File: config.mk
export PLATFORM = sky130hd
export DESIGN_NAME = nibble_serial_adder_ctrl
export DESIGN_NICKNAME = d
export VERILOG_FILES = /design/src/rtl/nibble_serial_adder_ctrl.sv
export SDC_FILE = /design/constraint.sdc
export NUM_CORES = 1
export LEC_CHECK = 0
export ABC_CLOCK_PERIOD_IN_PS = 3100
export CELL_PAD_IN_SITES_DETAIL_PLACEMENT = 1
export CELL_PAD_IN_SITES_GLOBAL_PLACEMENT = 1
export CORE_UTILIZATION = 30
export DETAILED_ROUTE_END_ITERATION = 12
export PLACE_DENSITY_LB_ADDON = 0.1
export SLEW_MARGIN = 20
export SYNTH_ARGS = -nofsm -noshare
export SYNTH_HDL_FRONTEND = slang
export SYNTH_SLANG_ARGS = --single-unit
export TNS_END_PERCENT = 5
File: constraint.sdc
create_clock -name clk -period 3.1 [get_ports clk]
set_input_delay 0.465 -clock clk [delete_from_list [all_inputs] [get_ports clk]]
set_output_delay 0.465 -clock clk [all_outputs]
set_load 0.005 [all_outputs]
File: src/rtl/nibble_serial_adder_ctrl.sv
`default_nettype none
// ============================================================================
// Module   : nibble_serial_adder_ctrl
// Purpose  : Multi-cycle WIDTH-bit add/subtract built around one shared 4-bit
//            carry-lookahead slice, one nibble per clock, LSB nibble first.
//            Owns the operand shift registers, the inter-nibble carry, the
//            IDLE/RUN/DONE sequencer and the start/busy/done handshake.
// Ports    : clk, reset (sync, active-high)
//            start, sub, a[WIDTH-1:0], b[WIDTH-1:0]   request + operands
//            busy, done                               handshake status
//            sum[WIDTH-1:0], cout, ovf, zero          result and flags
// Options  : NSA_EARLY_EXIT_EN - finish as soon as the remaining operand
//            nibbles are zero and no carry is pending (variable latency).
// Revision : 1.0 - initial release
// ============================================================================
module nibble_serial_adder_ctrl #(
  parameter int WIDTH = 32  // multiple of 4, at least 8
) (
  input  logic             clk,
  input  logic             reset,
  input  logic             start,
  input  logic             sub,
  input  logic [WIDTH-1:0] a,
  input  logic [WIDTH-1:0] b,
  output logic             busy,
  output logic             done,
  output logic [WIDTH-1:0] sum,
  output logic             cout,
  output logic             ovf,
  output logic             zero
);

  localparam int NIB = WIDTH / 4;
  localparam int KW  = (NIB > 1) ? $clog2(NIB) : 1;

  localparam logic [1:0] S_IDLE = 2'd0;
  localparam logic [1:0] S_RUN  = 2'd1;
  localparam logic [1:0] S_DONE = 2'd2;

  logic [1:0]       state;
  logic [1:0]       state_nxt;
  logic [WIDTH-1:0] areg;
  logic [WIDTH-1:0] breg;
  logic             c;
  logic [KW-1:0]    k;

  // ---------------------------------------------------------------------------
  // Shared 4-bit carry-lookahead slice on the low nibble of the operand regs
  // ---------------------------------------------------------------------------
  logic [3:0] g;
  logic [3:0] p;
  logic       c1, c2, c3, c4;
  logic [3:0] nib;

  assign g  = areg[3:0] & breg[3:0];
  assign p  = areg[3:0] ^ breg[3:0];
  assign c1 = g[0] | (p[0] & c);
  assign c2 = g[1] | (p[1] & g[0]) | (p[1] & p[0] & c);
  assign c3 = g[2] | (p[2] & g[1]) | (p[2] & p[1] & g[0]) | (p[2] & p[1] & p[0] & c);
  assign c4 = g[3] | (p[3] & g[2]) | (p[3] & p[2] & g[1]) | (p[3] & p[2] & p[1] & g[0])
            | (p[3] & p[2] & p[1] & p[0] & c);
  assign nib = p ^ {c3, c2, c1, c};

  logic [WIDTH-1:0] areg_sh;
  logic [WIDTH-1:0] breg_sh;
  logic [WIDTH-1:0] sum_nxt;

  assign areg_sh = areg >> 4;
  assign breg_sh = breg >> 4;

  // Result with the current nibble merged in; also feeds the zero flag so it
  // reflects the final sum in the same edge that enters DONE.
  always_comb begin
    sum_nxt = sum;
    sum_nxt[{k, 2'b00} +: 4] = nib;
  end

  logic last;
  logic early;
  logic finish;

  assign last = (k == KW'(NIB - 1));

`ifdef NSA_EARLY_EXIT_EN
  // Nothing left to add and no carry to propagate: the upper sum nibbles are
  // already zero from the start-time clear.
  assign early = (areg_sh == '0) && (breg_sh == '0) && !c4;
`else
  assign early = 1'b0;
`endif

  assign finish = last | early;

  // ---------------------------------------------------------------------------
  // FSM: state register
  // ---------------------------------------------------------------------------
  always_ff @(posedge clk) begin
    if (reset) state <= S_IDLE;
    else       state <= state_nxt;
  end

  // FSM: next state
  always_comb begin
    state_nxt = state;
    case (state)
      S_IDLE:  if (start) state_nxt = S_RUN;
      S_RUN:   if (finish) state_nxt = S_DONE;
      S_DONE:  state_nxt = start ? S_RUN : S_IDLE;
      default: state_nxt = S_IDLE;
    endcase
  end

  // FSM: outputs (decoded from the state register only)
  always_comb begin
    busy = (state == S_RUN);
    done = (state == S_DONE);
  end

  // ---------------------------------------------------------------------------
  // Datapath
  // ---------------------------------------------------------------------------
  always_ff @(posedge clk) begin
    if (reset) begin
      areg <= '0;
      breg <= '0;
      c    <= 1'b0;
      k    <= '0;
      sum  <= '0;
      cout <= 1'b0;
      ovf  <= 1'b0;
      zero <= 1'b0;
    end else begin
      case (state)
        S_IDLE, S_DONE: begin
          if (start) begin
            // Subtract as A + ~B + 1: the +1 enters as the initial carry.
            areg <= a;
            breg <= sub ? ~b : b;
            c    <= sub;
            k    <= '0;
            sum  <= '0;
          end
        end
        S_RUN: begin
          sum  <= sum_nxt;
          areg <= areg_sh;
          breg <= breg_sh;
          c    <= c4;
          k    <= k + 1'b1;
          if (finish) begin
            // Final nibble takes the real MSB flags; an early exit leaves no
            // MSB activity, so carry and overflow are both zero.
            if (last) begin
              cout <= c4;
              ovf  <= c3 ^ c4;
            end else begin
              cout <= 1'b0;
              ovf  <= 1'b0;
            end
            zero <= (sum_nxt == '0);
          end
        end
        default: ;
      endcase
    end
  end

endmodule
`default_nettype wire

Yosys cells after proc, flatten, opt, wreduce, memory -nomap -nowiden:

Cells that the tools add are included.

* output and inout bits: 37
* input bits: 68
* bits in registers: 105
* word-level logic and storage cells: 73

* add/sub/neg operators: 2
* multiplexer cells: 16
* eq/ne operators: 6
* reduce and logical (&&, ||, !) cells: 7
* shift-type cells: 2
* bitwise operators: 31

Operators by type and width (number)
* $pmux 32 s2: 3
* $mux 32: 4
* $bwmux 32: 1
* $logic_not 32->1: 1
* $not 32->32: 1
* $shift 4x7->32 const A: 1
* $shiftx 4x7->32: 1
* $and 1x1->1: 16
* $or 1x1->1: 10
* $xor 4x4->4: 2
* $neg 5->7: 1
* $pmux 2 s3: 1
* $pmux 3 s2: 1
* $reduce_and 2->1: 3
* $and 4x4->4: 1
* $mux 2: 2
* $ne 2x2->1 const B: 2
* $add 3x1->3 const B: 1
* $eq 3x3->1 const B: 1
* $mux 3: 1
* $eq 2x1->1 const B: 1
* $eq 2x2->1 const B: 1
* $logic_not 2->1: 1
* $mux 1: 2
* 5 further kinds: 5

Logic depth before layout (Yosys ltp):

Gate-level depths: netlist of the first run.

* depth after elaboration: 9
* gate-level depth with buffers: 11
* mapped depth without buffers: 9

Least setup slack after synthesis of the first run:

Ideal clock, no wire load.

* path type: register to register
* start: register k[0]
* end: register zero
* clock period less this slack: 2.678 ns
* data required time: 3.031 ns
* stages on the path, launching flop included: 11
* setup time: 0.069 ns
* path slack: 0.422 ns
* path buffers: 1
* arrival time: 2.609 ns
* path through: dfxtp_1 buf_6 inv_1 ha_1 ha_1 or4b_4 nor3_4 o2111ai_1 nor4_1 o2111ai_1 o21ai_1

* longest elaborated chain between the ends: 4
* elaborated cells between the ends (all ways): 7
* those cells by class: 1 x add/sub; 1 x eq/ne; 2 x shift; 1 x mux; 2 x reduce/logical

RTL lines
* from (decl): RTL line 45 `logic [KW-1:0] k;`
* from (signal assigned): RTL line 149 `k <= k + 1'b1;`
* $neg 5->7: RTL line 75 `sum_nxt[{k, 2'b00} +: 4] = nib;`
* $shiftx 4x7->32 or $shift 4x7->32 (tied branches): RTL line 75
* $bwmux 32: RTL line 75
* $logic_not 32->1: RTL line 160 `zero <= (sum_nxt == '0);`
* to (signal assigned): RTL line 160
* to (decl): RTL line 30 `output logic zero`

Parallel ways exist; a longest one is shown, timed or not.
A chain may end at the register's enable or synchronous reset.

Final worst setup path of the first run:

* start: register k[1]
* end: register zero

Same word-level chain as after synthesis.

==> metrics.txt, run 1 <==
endpoints failing hold 0; Die H 130 microns; Final #Nets 748; Core ar. 16000 sq um; Setup crit start k[1]; wire per inst 17.4 microns; grt met3 use 0.0308; fmax 0.359 GHz; CP Cell Sequence inv_1, ha_1, ha_1, or4b_4, nor3_4, o2111ai_1, nor4_1, o2111ai_1, o21ai_1; CP max stage delay 0.56 ns; CTS Sinks 105; Die W 130 microns; max-cap viol count 0; gr usage total 0.186; CTS Buf Count 9; IO buf count 104; initial core utilization 0.309; crit start category flip-flop; Ys Warns 0; crit-path leading delay family simple AND/OR/NAND/NOR gates; Worst Max-Slew Pin Slew 0.961 ns; post-synthesis cell count 585; CTS tree done; Buf+Inv Stages, Crit Path 1; final setup vio count 0; vias per inst 5.26; switching share of power 0.277; synth top area cells dfxtp_1 43%, a22oi_1 14%, a21oi_1 6.6%; NetSw 0.881 mW; Worst EP arrival 3.06 ns; wirelength, routed 15400 microns; mapped cell area 4940 sq um; Boundary Pins 105; cts repair resizes 0; met2 Resource Use GR 0.290; Setup crit end kind flip-flop; largest net degree at the start of global routing 80; post-route ant nets 0; Hold Crit Class reg -> reg; first-pass iteration count of the detailed router 4; Rel. slew slack 0.354; met1 Usage GRT 0.258; gr busiest metal met2; register area 2100 sq um; fin util 0.405; Tmin final 2.78 ns; die area 17000 sq um; Post-synth EDFFs 0; register bit total from synthesis 105; Unique masters post-synth 49; run status finished, final reports clean; CTS clk-pin slew, worst paths 0.08 ns; CTS H-Tree Depth 3; worst hold path stage count 2; Setup TNS 0 ns; R2R Path Start k[1]; fin crit share 0.898; post-synthesis sequential area ratio 0.425; # Post-CTS Setup Buffers 0; Final Max Tran Viols 0; Post-Syn Area per Cell 8.45 sq um; Critical Path RT 3.38 ns; WP depth 9; P_int 2.30 mW; min-delay src areg[19]; vias in the first global route 4555; critical path's slowest cell dfxtp_1; VDD IR-drop max 0.258 mV; clk_skew 0.0105 ns; total gr overflow 0; Crit Path Class reg -> reg; share of post-route cells with drive strength above 1 0.0536; reg2reg path depth 9; ant diodes 0; root buf cell clkbuf_16; Post-Layout Cell Count 888; Clk pwr share 0.374; Synth-to-Final Area Change 31.2%; clk buf depth 2; Worst-Skew Late Latency 0.35 ns; placed insts 872; unrepaired setup endpoints after global routing no; dpl hpwl 10400 microns; most common cell after layout, fill and taps aside dfxtp_1; top cell type's share of synthesized area 0.425; DR DRC count 0; vias post-DR 4667; area leader, netlist dfxtp_1; fill count 1893; First DRT Iteration DRCs 277; share of flip-flops with an asynchronous set or reset 0; area of the multi-input gates 2640 sq um; Placer Congestion 0.879; Top FF cell, synth dfxtp_1; Pleak 2.31 nW; CTS hold repair buffers 0; most frequent cells in the layout 105 x dfxtp_1, 102 x clkdlybuf4s50_1, 90 x a22oi_1, 71 x nand2_1, 68 x nor2_1; logic gate share of total power 0.167; num rows 46; first-pass GRT wire length 24200 microns; Critical Path Fanout Max 11; initial antenna violation count 0; syn nets 666; pwr dens 490 nW/um^2; Reg power frac 0.459
worst paths after layout:
path	endpoint	slack [ns]
setup / recovery	zero	0.32
hold / removal	areg[19]	0.46
setup reg to reg	zero	0.32
hold reg to reg	areg[19]	0.46
worst register-to-register path, cell delays in order, from the launching register on:
cell and delay, ns:
dfxtp_1 0.56, inv_1 0.12, ha_1 0.20, ha_1 0.30, or4b_4 0.53, nor3_4 0.25
o2111ai_1 0.16, nor4_1 0.30, o2111ai_1 0.14, o21ai_1 0.14
through the flow:
| stage | total power, mW | setup slack, ns | area (sq um) | hold WS (ns) |
|---|---|---|---|---|
| 3_3_place_gp | 2.01 | 0.434 | 6180 | 0.442 |
| 5_1_grt | 3.34 | 0.138 | 6480 | 0.483 |
| 3_5_place_dp | 2.02 | 0.382 | 6180 | 0.448 |
| 6_report | 3.18 | 0.317 | 6480 | 0.458 |
| 4_1_cts | 3.21 | 0.351 | 6480 | 0.461 |
| 2_1_floorplan | 1.80 | 0.422 | 4940 | 0.434 |
final cells by class:
type / instances / area share
well taps: 216 / 0.0417
clock buffers: 11 / 0.0374
clock inverters: 5 / 0.00965
flip-flops and latches: 105 / 0.324
inverters: 4 / 0.00232
multi-input cells: 431 / 0.408
repair buffers: 116 / 0.177
cells in the mapped netlist (5+ instances only):
cell type,count
dfxtp_1,105
a22oi_1,90
nand2_1,71
nor2_1,69
a21oi_1,65
clkbuf_1,33
xor2_1,32
ha_1,12
nor3_1,11
o21ai_0,10
nor2b_1,7
a32oi_1,6
buf_1,6
o2111ai_1,5
kinds of logic (layout without fill, tap and decap cells):
logic type	count (synthesis)	in the layout	share of synthesized area
AOI/OAI and AO/OA	200	200	0.270
xor gates and xnor gates	35	35	0.0620
adders and majority gates	13	13	0.0344
buffers and inverters	49	136	0.0430
DFF	105	105	0.425
and+or+nand+nor	183	183	0.165
metal layers:
metal / vias up / share of wire
met5: - / 0
met3: 14 / 0.046
met4: 0 / 0.016
met1: 2280 / 0.48
li1: 2269 / -
met2: 104 / 0.46
state kept, by name (all words and copies together) (netlist names):
name / flops
areg: 32
breg: 32
sum: 32
k: 3
state: 2
c: 1
cout: 1
ovf: 1
zero: 1
power groups by stage:
stage / logic (mW) / clock network (mW) / registers [mW]
after floorplan: 0.323 / 0 / 1.48
after global placement: 0.522 / 0 / 1.49
after detailed placement: 0.533 / 0 / 1.49
after CTS: 0.535 / 1.22 / 1.46
after global routing: 0.588 / 1.28 / 1.47
final: 0.531 / 1.19 / 1.46
Power figures use the tool's default switching activity.
==> run 2, diff against run 1 <==
ABC_CLOCK_PERIOD_IN_PS = 2360   (was 3100)
PLACE_DENSITY = 0.75   (was not set)
PLACE_DENSITY_LB_ADDON = not set   (was 0.1)
clock period = 2.36 ns   (was 3.1 ns; I/O delays follow)
==> metrics.txt, run 2 (synthesis gave the netlist of run 1 again) <==
Synth-to-Final Area Change 34.1%; CTS Buf Count 9 (unchanged); largest net degree at the start of global routing 65 (-19%); VDD IR-drop max 0.422 mV (+64%); total gr overflow 0 (unchanged); clk_skew 0.00931 ns (-0.00120 ns); vias per inst 5.31 (+1.0%); Regs by FF count areg: 32 flops, breg: 32 flops, sum: 32 flops; First DRT Iteration DRCs 259 (-6.5%); P_int 2.98 mW (+30%); end of the worst register-to-register path zero; initial antenna violation count 0 (unchanged); critical path's slowest cell or4b_4; Core ar. 16000 sq um (unchanged); Clk pwr share 0.360 (-0.014); ant diodes 0 (unchanged); Crit path top cell by count o2111ai_1; CP Cell Sequence inv_1, ha_2, ha_4, or4b_4, nor3_4, o2111ai_1, nor4_1, o2111ai_1, o21ai_1; share of post-route cells with drive strength above 1 0.0843 (+0.0307); CTS H-Tree Depth 3 (unchanged); Pleak 2.39 nW (+3.5%); first-pass iteration count of the detailed router 4 (unchanged); r2r setup slk 0.05 ns (-0.27 ns); first-pass GRT wire length 25600 microns (+5.6%); max-cap viol count 0 (unchanged); Critical Path RT 2.64 ns (-0.74 ns); Hold Crit Class reg -> reg; Placer Congestion 0.878 (-0.16%); Die W 130 microns (unchanged); DR DRC count 0 (unchanged); Setup TNS 0 ns (unchanged); switching share of power 0.285 (+0.00763); vias in the first global route 4832 (+6.1%); Reg power frac 0.460 (about the same); Tmin final 2.31 ns (-0.472 ns); CP max stage delay 0.52 ns (-0.04 ns); reg2reg path depth 9 (unchanged); Boundary Pins 105 (unchanged); fill count 1894 (+0.053%); CTS tree done; crit start category flip-flop; die area 17000 sq um (unchanged); Final Max Tran Viols 0 (unchanged); Worst EP arrival 2.59 ns (-0.47 ns); Critical Path Fanout Max 3 (-8); most frequent cells in the layout 104 x dfxtp_1, 102 x clkdlybuf4s50_1, 90 x a22oi_1, 71 x nand2_1, 67 x nor2_1; initial core utilization 0.309 (unchanged); logic gate share of total power 0.180 (+0.013); final setup vio count 0 (unchanged); Final #Nets 764 (+2.1%); Crit Path Class reg -> reg; root buf cell clkbuf_16; pwr dens 629 nW/um^2 (+28%); fin crit share 0.979 (+0.0814); most common cell after layout, fill and taps aside dfxtp_1; wirelength, routed 16200 microns (+5.1%); endpoints failing hold 0 (unchanged); Setup crit end kind flip-flop; Worst Max-Slew Pin Slew 0.680 ns (-0.281 ns); gr usage total 0.196 (+0.00997); wire per inst 17.9 microns (+3.3%); unrepaired setup endpoints after global routing yes; min-delay src areg[13]; fmax 0.433 GHz (+20%); dpl hpwl 11700 microns (+13%); clk buf depth 2 (unchanged); post-route ant nets 0 (unchanged); R2R Path Start k[0]; run status finished, final reports clean; worst hold path stage count 2 (unchanged); NetSw 1.19 mW (+35%); Die H 130 microns (unchanged); CTS clk-pin slew, worst paths 0.08 ns (about the same); vias post-DR 4800 (+2.8%); CTS Sinks 105 (unchanged); Worst Hold Endpoint areg[13]; Hold Worst Slack 0.458 ns (+0.000122 ns); num rows 46 (unchanged); IO buf count 104 (unchanged); Rel. slew slack 0.546 (+0.192); Worst-Skew Late Latency 0.35 ns (about the same)
==> run 2: final cells by class <==
class,count,area [sq um],area share
multi-input cells,431,2670,0.403
flip-flops and latches,105,2110,0.318
repair buffers,132,1270,0.191
well taps,216,270,0.0408
clock buffers,11,253,0.0381
clock inverters,5,46.3,0.00699
inverters,4,15.0,0.00227
==> run 2: critical path: cells and delay by family (launching register included) <==
kind                     cells  cell delay, ns
adder cells (fa/ha/maj)      2            0.39
flip-flops                   1            0.35
buffers and inverters        1            0.08
AO/OA/AOI/OAI                3            0.44
AND/OR/NAND/NOR              3            0.97
==> run 2: routing by layer <==
| metal | share of wire | up-vias | wire (microns) | track usage |
|---|---|---|---|---|
| li1 | - | 2307 | - | - |
| met1 | 0.46 | 2363 | 7440 | 0.255 |
| met2 | 0.49 | 114 | 7900 | 0.333 |
| met3 | 0.042 | 16 | 684 | 0.0353 |
| met4 | 0.012 | 0 | 202 | 0.0527 |
| met5 | 0 | - | 0 | 0 |
==> run 2: what timing repair did <==
item / CTS / global route
endpoints found under the setup margin: 1 / 9
pin swaps: 2 / 0
resized for setup: 0 / 4
cloned: 0 / 0
buffers inserted: 0 / 0
hold buffers: 0 / 0
==> run 2: power groups by stage <==
stage	Clock, mW	Sequential [mW]	Combinational [mW]
global route	1.60	1.93	0.822
finish	1.50	1.92	0.749
CTS	1.54	1.92	0.749
floorplan	0	1.94	0.431
global placement	0	1.95	0.724
detailed placement	0	1.96	0.747
==> run 2: stage by stage <==
stage | std cells | cell area, sq um | setup slack, ns | utilization | power (mW)
after floorplan | 585 | 4970 | -0.0563 | - | 2.37
after global placement | 888 | 6320 | 0.0982 | 0.395 | 2.68
after detailed placement | 888 | 6320 | 0.0108 | 0.395 | 2.71
after CTS | 904 | 6620 | 0.0444 | 0.414 | 4.21
after global routing | 904 | 6630 | -0.0907 | 0.414 | 4.36
final | 904 | 6630 | 0.0495 | 0.414 | 4.17
==> run 2: worst max-delay path by stage <==
| stage | endpoint | from | slack, ns |
|---|---|---|---|
| final | zero | k[0] | 0.05 |
| after global routing | zero | k[0] | -0.09 |
| after CTS | zero | k[0] | 0.04 |
| after detailed placement | zero | k[0] | 0.01 |
| after global placement | zero | k[0] | 0.1 |
| after floorplan | zero | k[0] | -0.06 |
